`src/rtl/alu_function_sequencer.sv`:
```
// Sequences one ALU instruction through relay settle phases (function setup, result drive),
// then loads the destination register and captures the result and condition flags.
//
//   state  | meaning
//   IDLE   | waiting for start; a non-ALU opcode pulses illegal
//   SETUP  | f driven from the latched function code, result bus off, settling
//   DRIVE  | f held, result bus driven, settling
//   LOAD   | one cycle: destination strobe, result and flags captured at its end
//   FINISH | one cycle: done, f cleared, result bus off
module alu_function_sequencer #(
    parameter int SETTLE_CYCLES = 4
) (
    input  logic       clk,
    input  logic       reset,
    input  logic       start,
    input  logic [7:0] instr,
    input  logic [7:0] alu_result,
    input  logic       alu_carry,
    output logic [2:0] f,
    output logic       result_en,
    output logic       load_a,
    output logic       load_d,
    output logic [7:0] result_q,
    output logic       flag_z,
    output logic       flag_s,
    output logic       flag_c,
    output logic       busy,
    output logic       done,
    output logic       illegal
);

    typedef enum logic [2:0] {
        IDLE   = 3'd0,
        SETUP  = 3'd1,
        DRIVE  = 3'd2,
        LOAD   = 3'd3,
        FINISH = 3'd4
    } state_t;

    localparam logic [3:0] CNT_RELOAD = 4'(SETTLE_CYCLES - 1);
    localparam logic [3:0] OP_ALU     = 4'b1000;
    localparam logic [2:0] FN_NULL    = 3'b111;

    state_t     state_q;
    logic [3:0] cnt_q;
    logic [2:0] fff_q;
    logic       dest_q;
    logic [2:0] f_q;
    logic       result_en_q;
    logic       load_a_q;
    logic       load_d_q;
    logic [7:0] res_q;
    logic       z_q;
    logic       s_q;
    logic       c_q;
    logic       busy_q;
    logic       done_q;
    logic       illegal_q;

    always_ff @(posedge clk or posedge reset) begin
        if (reset) begin
            state_q     <= IDLE;
            cnt_q       <= 4'd0;
            fff_q       <= 3'd0;
            dest_q      <= 1'b0;
            f_q         <= 3'd0;
            result_en_q <= 1'b0;
            load_a_q    <= 1'b0;
            load_d_q    <= 1'b0;
            res_q       <= 8'h00;
            z_q         <= 1'b0;
            s_q         <= 1'b0;
            c_q         <= 1'b0;
            busy_q      <= 1'b0;
            done_q      <= 1'b0;
            illegal_q   <= 1'b0;
        end else begin
            load_a_q  <= 1'b0;
            load_d_q  <= 1'b0;
            done_q    <= 1'b0;
            illegal_q <= 1'b0;
            case (state_q)
                IDLE: begin
                    if (start) begin
                        if (instr[7:4] == OP_ALU) begin
                            fff_q   <= instr[2:0];
                            dest_q  <= instr[3];
                            f_q     <= instr[2:0];
                            busy_q  <= 1'b1;
                            cnt_q   <= CNT_RELOAD;
                            state_q <= SETUP;
                        end else begin
                            illegal_q <= 1'b1;
                        end
                    end
                end
                SETUP: begin
                    if (cnt_q == 4'd0) begin
                        result_en_q <= 1'b1;
                        cnt_q       <= CNT_RELOAD;
                        state_q     <= DRIVE;
                    end else begin
                        cnt_q <= cnt_q - 4'd1;
                    end
                end
                DRIVE: begin
                    if (cnt_q == 4'd0) begin
                        // NULL still walks through LOAD but never strobes a register
                        if (fff_q != FN_NULL) begin
                            load_a_q <= ~dest_q;
                            load_d_q <= dest_q;
                        end
                        state_q <= LOAD;
                    end else begin
                        cnt_q <= cnt_q - 4'd1;
                    end
                end
                LOAD: begin
                    if (fff_q != FN_NULL) begin
                        res_q <= alu_result;
                        z_q   <= (alu_result == 8'h00);
                        s_q   <= alu_result[7];
                        c_q   <= (fff_q == 3'b000 || fff_q == 3'b001) ? alu_carry : 1'b0;
                    end
                    f_q         <= 3'd0;
                    result_en_q <= 1'b0;
                    done_q      <= 1'b1;
                    state_q     <= FINISH;
                end
                FINISH: begin
                    busy_q  <= 1'b0;
                    state_q <= IDLE;
                end
                default: begin
                    f_q         <= 3'd0;
                    result_en_q <= 1'b0;
                    busy_q      <= 1'b0;
                    state_q     <= IDLE;
                end
            endcase
        end
    end

    assign f         = f_q;
    assign result_en = result_en_q;
    assign load_a    = load_a_q;
    assign load_d    = load_d_q;
    assign result_q  = res_q;
    assign flag_z    = z_q;
    assign flag_s    = s_q;
    assign flag_c    = c_q;
    assign busy      = busy_q;
    assign done      = done_q;
    assign illegal   = illegal_q;

endmodule

```
`config.mk`:
```
export PLATFORM = sky130hd
export DESIGN_NAME = alu_function_sequencer
export DESIGN_NICKNAME = d
export VERILOG_FILES = /design/src/rtl/alu_function_sequencer.sv
export SDC_FILE = /design/constraint.sdc
export NUM_CORES = 1
export LEC_CHECK = 0
export ABC_CLOCK_PERIOD_IN_PS = 2470
export CORE_MARGIN = 2
export CORE_UTILIZATION = 32
export DETAILED_ROUTE_END_ITERATION = 7
export GPL_TIMING_DRIVEN = 1
export HOLD_SLACK_MARGIN = 0.06
export PLACE_DENSITY_LB_ADDON = 0.08
export SKIP_LAST_GASP = 1
export SLEW_MARGIN = 10
export SYNTH_ARGS = -nofsm -noshare
export SYNTH_HDL_FRONTEND = slang
export SYNTH_SLANG_ARGS = --single-unit
```
`constraint.sdc`:
```
create_clock -name clk -period 2.47 [get_ports clk]
set_input_delay 0.494 -clock clk [delete_from_list [all_inputs] [get_ports clk]]
set_output_delay 0.494 -clock clk [all_outputs]
set_load 0.01 [all_outputs]
```
# After elaboration in Yosys (flattened, before gate mapping)
# Cells that the tools add are included.
[classes] bitwise_logic=4 add_sub_neg=1 n_eq_ne=12 muxes=29 n_reduce_logical=16
[ops] op="$mux W3" count=6
[ops] op="$mux W4" count=4
[ops] op="$mux W1" count=14
[ops] op="$pmux W3 S4" count=1
[ops] op="$pmux W4 S3" count=1
[ops] op="$ne A2 B2 Y1 const B" count=5
[ops] op="$reduce_and A3 Y1" count=3
[ops] op="$reduce_or A3 Y1" count=3
[ops] op="$logic_not A8 Y1" count=1
[ops] op="$reduce_and A4 Y1" count=2
[ops] op="$eq A3 B1 Y1 const B" count=2
[ops] op="$eq A3 B2 Y1 const B" count=2
[ops] op="$logic_not A3 Y1" count=2
[ops] op="$pmux W3 S2" count=1
[ops] op="$eq A4 B4 Y1 const B" count=1
[ops] op="$logic_not A4 Y1" count=1
[ops] op="$not A1 Y1" count=4
[ops] op="$pmux W1 S2" count=2
[ops] op="$reduce_and A2 Y1" count=2
[ops] op="$sub A4 B1 Y4 const B" count=1
[ops] op="$eq A3 B3 Y1 const B" count=1
[ops] op="$ne A3 B3 Y1 const B" count=1
[ops] op="$reduce_bool A3 Y1" count=1
[ops] op="$logic_or A1 B1 Y1" count=1
[totals] wordCells=77 output_inout_bits=20 register_bits=31 input_bits=20

# Longest topological paths before layout
# Gate-level depths: netlist of the first run.
[depth] depth_word=4 depth_mapped=6 depth_no_buf=6

# Least setup slack after synthesis of the first run
# OpenSTA, ideal clock, no wires.
[synth_path] path_kind="input to register" from="input port instr[5]" to="register cnt_q[2]" stages=4 n_path_buf=0 arrival_ns=1.535 setup_slack_ns=0.811 setup_time_ns=0.124 path_cell_list="nor4b_4 -> nand3b_4 -> o21a_4 -> a211o_1"
[synth_between] elab_chain_len=3
[synth_rtl] item="start: declaration" line_no="16" text="input logic [7:0] instr,"
[synth_rtl] item="$eq A4 B4 Y1" line_no="85" text="if (instr[7:4] == OP_ALU) begin"
[synth_rtl] item="$ne A2 B2 Y1 (no line)"
[synth_rtl] item="$reduce_and A4 Y1 (no line)"
[synth_rtl] item="end signal: assignment" line_no="103" text="cnt_q <= cnt_q - 4'd1;"
[synth_rtl] item="end signal: assignment" line_no="115" text="cnt_q <= cnt_q - 4'd1;"
[synth_rtl] item="end: declaration" line_no="45" text="logic [3:0] cnt_q;"
# No other way between the ends.
# A chain may end at the register's enable or synchronous reset.

# Worst setup path in the final report of the first run
# Same ends and word-level chain as after synthesis.

==> results of run 1 <==
-- flip-flops by register name, indices dropped and copies added, names as in the netlist --
register and flops:
load_a 1, state_q 3, dest_q 1, result_en 1
load_d 1, result_q 8, cnt_q 4, f 3
fff_q 3, busy 1, done 1, flag_c 1
flag_z 1, illegal 1
-- power by group --
group / switching, mW / total, mW / leakage [nW] / internal [mW]
Combinational: 0.383 / 0.921 / 0.444 / 0.539
Clock: 0.164 / 0.358 / 0.0383 / 0.193
Sequential: 0.158 / 0.842 / 0.377 / 0.684
-- metrics by stage --
step | cell area [µm²] | hold slack [ns] | setup slack, ns
floorplan | 1436 | 0.4182 | 0.8107
detailed placement | 1892 | 0.4462 | 0.3371
global route | 1968 | 0.4973 | 0.5518
finish | 1968 | 0.4480 | 0.6162
CTS | 1968 | 0.4539 | 0.6296
global placement | 1892 | 0.4497 | 0.3720
-- cell usage in the layout (no fill, tap or decap), drive strengths merged --
cell type / count
dfrtp: 30
o21ai: 4
a21oi: 4
buf: 4
clkbuf: 7
ha: 2
or3: 2
nand2: 11
o221ai: 1
o211ai: 2
a32o: 1
nor4: 2
or2: 1
nand3: 6
and3b: 2
o21a: 1
nand3b: 1
and3: 1
and4bb: 1
nor2b: 2
inv: 5
xnor2: 1
clkdlybuf4s50: 39
mux2i: 1
o2bb2ai: 2
nand2b: 1
a32oi: 2
nor3b: 4
or3b: 1
mux2: 13
nor2: 10
nor4b: 2
o21ba: 1
a211o: 1
-- synthesized netlist by cell type, types with 2 or more instances --
| master | number | area [µm²] |
|---|---|---|
| buf_4 | 2 | 15.01 |
| a32oi_1 | 2 | 17.52 |
| inv_1 | 5 | 18.77 |
| dfrtp_1 | 30 | 750.7 |
| ha_1 | 2 | 25.02 |
| nor2b_1 | 2 | 12.51 |
| o2bb2ai_1 | 2 | 17.52 |
| buf_2 | 3 | 15.01 |
| mux2_2 | 13 | 146.4 |
| or3_1 | 2 | 12.51 |
| nor2_1 | 10 | 37.54 |
| and3b_1 | 2 | 17.52 |
| nand2_1 | 11 | 41.29 |
| nor3b_1 | 2 | 15.01 |
| o21ai_0 | 4 | 20.02 |
| o211ai_1 | 2 | 15.01 |
| nand3_1 | 6 | 30.03 |
| a21oi_1 | 4 | 20.02 |
| nor4_1 | 2 | 12.51 |
| nor3b_2 | 2 | 25.02 |
-- layer usage --
layer,track usage,part of all wire,vias to the layer above
met1,0.1378,0.42,506
met4,0.05660,0.020,0
li1,-,-,524
met2,0.2139,0.49,36
met3,0.05556,0.069,5
met5,0,0,-
-- layout make-up --
class	instances	area, µm²	share of cell area
clock buffers	7	76.32	0.03878
well taps	52	65.06	0.03306
flip-flops and latches	30	750.7	0.3814
repair buffers	43	420.4	0.2136
inverters	5	18.77	0.009536
multi-input cells	83	636.9	0.3236
-- final timing paths --
path / startpoint / to / slack [ns] / cells past startpoint
worst max-delay path: instr[5] / cnt_q[2] / 0.62 / 5
worst min-delay path: dest_q / load_a / 0.45 / 1
worst max register to register: state_q[2] / result_q[2] / 0.68 / 3
worst min register to register: dest_q / load_a / 0.45 / 1
max in group asynchronous: reset / state_q[0] / 1.60 / 3
min in group asynchronous: reset / result_q[6] / 0.59 / 3
-- kinds of logic (layout without fill, tap and decap cells) --
logic type / after synthesis / in the layout / synth area share
multiplexers: 14 / 14 / 0.1089
flip-flops: 30 / 30 / 0.5226
AO/OA/AOI/OAI: 19 / 19 / 0.09931
adder cells (fa/ha/maj): 2 / 2 / 0.01742
XOR/XNOR: 1 / 1 / 0.006099
buffers and inverters: 10 / 55 / 0.03397
AND/OR/NAND/NOR: 47 / 47 / 0.2117
==> results.sh, run 1 <==
export IMPL_hold_class="reg2reg"
export IMPL_dp_cells=213
export IMPL_worstPathRequired_ns=2.63
export IMPL_floorplan_initialDensity=0.3322
export IMPL_via_count=1071
export IMPL_cts_sinks=30
export IMPL_maxSlewViolCount=0
export IMPL_synth_edf_count=0
export IMPL_crit_path_cell_trace="clkdlybuf4s50_1 > nor4b_4 > nand3b_4 > o21a_4 > a211o_1"
export IMPL_htreeDepth=2
export IMPL_grtUsageTotal=0.1268
export IMPL_fin_skew_ns=0.001602
export IMPL_fin_util=0.4552
export IMPL_finalSetupViolCount=0
export IMPL_wl_per_cell_um=13.45
export IMPL_avgSynthCellArea_um2=11.68
export IMPL_worst_pin_slew_ns=0.5311
export IMPL_rows=24
export IMPL_start_kind="primary input"
export IMPL_cts_hold_buf=0
export IMPL_netlist_area_um2=1436
export IMPL_overflow=0
export IMPL_critPathArrivalTime_ns=2.01
export IMPL_critical_path_buf_inv_count=1
export IMPL_drt_iter0_drc=29
export IMPL_status="completed"
export IMPL_hpwl_mm=2.153
export IMPL_firstDrtPassIters=4
export IMPL_die_x_um=71.00
export IMPL_max_freq_ghz=0.5394
export IMPL_hold_violations=0
export IMPL_ys_ff_latch=30
export IMPL_crit_type="in2reg"
export IMPL_ant_nets=0
export IMPL_cts_setup_buffers=0
export IMPL_areaGrowthSynthToFinish_pct=37.02
export IMPL_clock_latency_ns=0.28
export IMPL_cts_tree="done"
export IMPL_p_leak_nw=0.8596
export IMPL_p_per_area_nw_per_um2=1078
export IMPL_fin_nets=190
export IMPL_rsz0062_at_grt="no"
export IMPL_critical_path_top_delay_family="simple AND/OR/NAND/NOR gates"
export IMPL_power_mw=2.122
export IMPL_die_area_um2=5040
export IMPL_cp_slowest_cell="clkdlybuf4s50_1"
export IMPL_syn_instance_count=123
export IMPL_nFillCells=408
export IMPL_path_clk_slew_ns=0.06
export IMPL_ys_seq_area_frac=0.5226
export IMPL_cts_made_buffers=5
export IMPL_grt_max_degree=31
export IMPL_core_area_um2=4324
export IMPL_io_pins=40
export IMPL_root_buffer="clkbuf_8"
export IMPL_clockBufferDepth=2
export IMPL_gp_congestion=0.8568
export IMPL_die_y_um=71.00
export IMPL_drt_wl_total_mm=2.960
export IMPL_grt_pass1_wl_mm=4.885
export IMPL_vias_per_cell=4.868
export IMPL_max_cap_violations=0
export IMPL_route_detailed_drc=0
export IMPL_peakVddDrop_mv=0.4231
export IMPL_max_stage_delay_ns=0.44
export IMPL_synth_warnings=0
export IMPL_min_period_over_period=0.7505
export IMPL_diodes=0
export IMPL_max_slew_margin=0.6460
export IMPL_synth_nets=145
export IMPL_portBuffers=39
export IMPL_cp_end_kind="flop"
export IMPL_synth_ff_type="dfrtp_1"
export IMPL_cp_max_fo=7
export IMPL_grt_pass1_vias=1053
export IMPL_antenna_found_initial=0
export IMPL_post_route_min_period_ns=1.854
export IMPL_finalSetupTns_ns=0
export IMPL_synth_async_reset_ratio=1.000
export IMPL_yosysUniqueCellTypes=35
export IMPL_drive_above_1_share=0.1905
export IMPL_cts_resized=0
export IMPL_final_cells=220
No activity file was read; power rests on OpenSTA's default activity.
==> inputs of run 2 (changes only) <==
Settings changed: ABC_CLOCK_PERIOD_IN_PS 2470 to 1700.
Clock period 2.47 ns to 1.7 ns, I/O delays scaled along.
==> results.sh, run 2 (synthesized netlist as in run 1, its figures left out) <==
export IMPL_rows=24
export IMPL_max_freq_ghz=0.6106
export IMPL_drive_above_1_share=0.2896
export IMPL_final_cells=235
export IMPL_via_count=1137
export IMPL_cts_tree="done"
export IMPL_htreeDepth=2
export IMPL_die_x_um=71.00
export IMPL_multiInputGateArea_um2=659.4
export IMPL_post_route_min_period_ns=1.638
export IMPL_p_leak_nw=0.9384
export IMPL_fin_skew_ns=0.003327
export IMPL_dpl_cell_area_um2=2004
export IMPL_layout_commonest_cell="clkdlybuf4s50_1"
export IMPL_critPathArrivalTime_ns=1.80
export IMPL_status="completed"
export IMPL_rsz0062_at_grt="yes"
export IMPL_cts_made_buffers=5
export IMPL_root_buffer="clkbuf_8"
export IMPL_cts_setup_buffers=0
export IMPL_overflow=0
export IMPL_worst_pin_slew_ns=0.4383
export IMPL_clockBufferDepth=2
export IMPL_portBuffers=39
export IMPL_timing_rr_end="result_q[4]"
export IMPL_finalSetupViolCount=0
export IMPL_cp_max_fo=4
export IMPL_die_y_um=71.00
export IMPL_die_area_um2=5040
export IMPL_route_detailed_drc=0
export IMPL_diodes=0
export IMPL_path_clk_slew_ns=0.06
export IMPL_crit_type="in2reg"
export IMPL_peakVddDrop_mv=0.6988
export IMPL_cp_end_kind="flop"
export IMPL_cts_sinks=30
export IMPL_finalSetupTns_ns=0
export IMPL_wl_per_cell_um=13.40
export IMPL_worstPathRequired_ns=1.86
export IMPL_grt_max_degree=31
export IMPL_start_kind="primary input"
export IMPL_clock_latency_ns=0.27
export IMPL_reg2reg_from="state_q[0]"
export IMPL_grt_pass1_wl_mm=5.492
export IMPL_vias_per_cell=4.838
export IMPL_worst_r2r_setup_slack_ns=0.11
export IMPL_p_per_area_nw_per_um2=1600
export IMPL_layout_common_cells="clkdlybuf4s50_1 (39), dfrtp_1 (30), buf_4 (18)"
export IMPL_hold_class="in2async"
export IMPL_grt_pass1_vias=1195
export IMPL_firstDrtPassIters=4
export IMPL_fin_nets=204
export IMPL_areaGrowthSynthToFinish_pct=46.95
export IMPL_grtUsageTotal=0.1391
export IMPL_largest_register_ffs=8
export IMPL_nFillCells=408
export IMPL_io_pins=40
export IMPL_drt_iter0_drc=27
export IMPL_ff_latch_area_um2=750.7
export IMPL_hold_violations=0
export IMPL_max_slew_margin=0.7071
export IMPL_gp_congestion=0.7285
export IMPL_dp_cells=228
export IMPL_max_cap_violations=0
export IMPL_min_period_over_period=0.9634
export IMPL_stdcell_area_um2=2111
export IMPL_maxSlewViolCount=0
export IMPL_ant_nets=0
export IMPL_reg2reg_depth=3
export IMPL_floorplan_initialDensity=0.3322
export IMPL_antenna_found_initial=0
export IMPL_core_area_um2=4324
export IMPL_hpwl_mm=2.424
export IMPL_drt_wl_total_mm=3.148
==> run 2: final cells by class <==
cell class              instances  area share
flip-flops and latches         30      0.3557
multi-input cells              83      0.3124
repair buffers                 57      0.2490
clock buffers                   7     0.04090
well taps                      52     0.03082
inverters                       5    0.008892
clock inverters                 1    0.002371
==> run 2: how the worst max path moves through the flow <==
stage / from / to / slack (ns) / cells past startpoint
after global routing: state_q[0] / cnt_q[3] / -0.002 / 4
after floorplan: cnt_q[0] / cnt_q[3] / 0.11 / 6
after detailed placement: instr[5] / cnt_q[0] / -0.22 / 6
after global placement: instr[5] / cnt_q[2] / -0.18 / 5
final: instr[5] / cnt_q[2] / 0.06 / 5
after CTS: cnt_q[0] / cnt_q[1] / 0.01 / 7
==> run 2: report_power, final <==
part	leakage [nW]	internal, mW	switching [mW]
registers	0.377	0.995	0.184
logic	0.513	0.944	0.669
clock network	0.0482	0.326	0.259
total	0.938	2.27	1.11
==> run 2: metrics by stage <==
stage               total power, mW  hold WS (ns)    util  setup WS (ns)
floorplan                     2.022        0.4182       -         0.1072
global placement              2.774        0.4415  0.4635        -0.1778
detailed placement            2.807        0.4336  0.4635        -0.2199
CTS                           3.428        0.4508  0.4861       0.009927
global route                  3.636        0.4729  0.4881      -0.001920
finish                        3.377        0.4396  0.4881        0.06230
==> run 2: repair_timing <==
action | in CTS | in global routing
setup endpoints to repair | 3 | 3
pin swaps | 0 | 1
hold buffers | 0 | 0
gates resized for setup | 2 | 5
==> run 2: layer usage <==
metal	vias up	routed length, µm	global-route usage
li1	554	-	-
met1	551	1338	0.1570
met2	26	1597	0.2503
met3	6	164	0.04274
met4	0	46	0.04403
met5	-	0	0
==> run 2: worst max-delay path: stages <==
cell	delay (ns)
clkdlybuf4s50_1	0.45
nor4b_4	0.38
nand3b_4	0.12
o21a_4	0.22
a211o_1	0.28
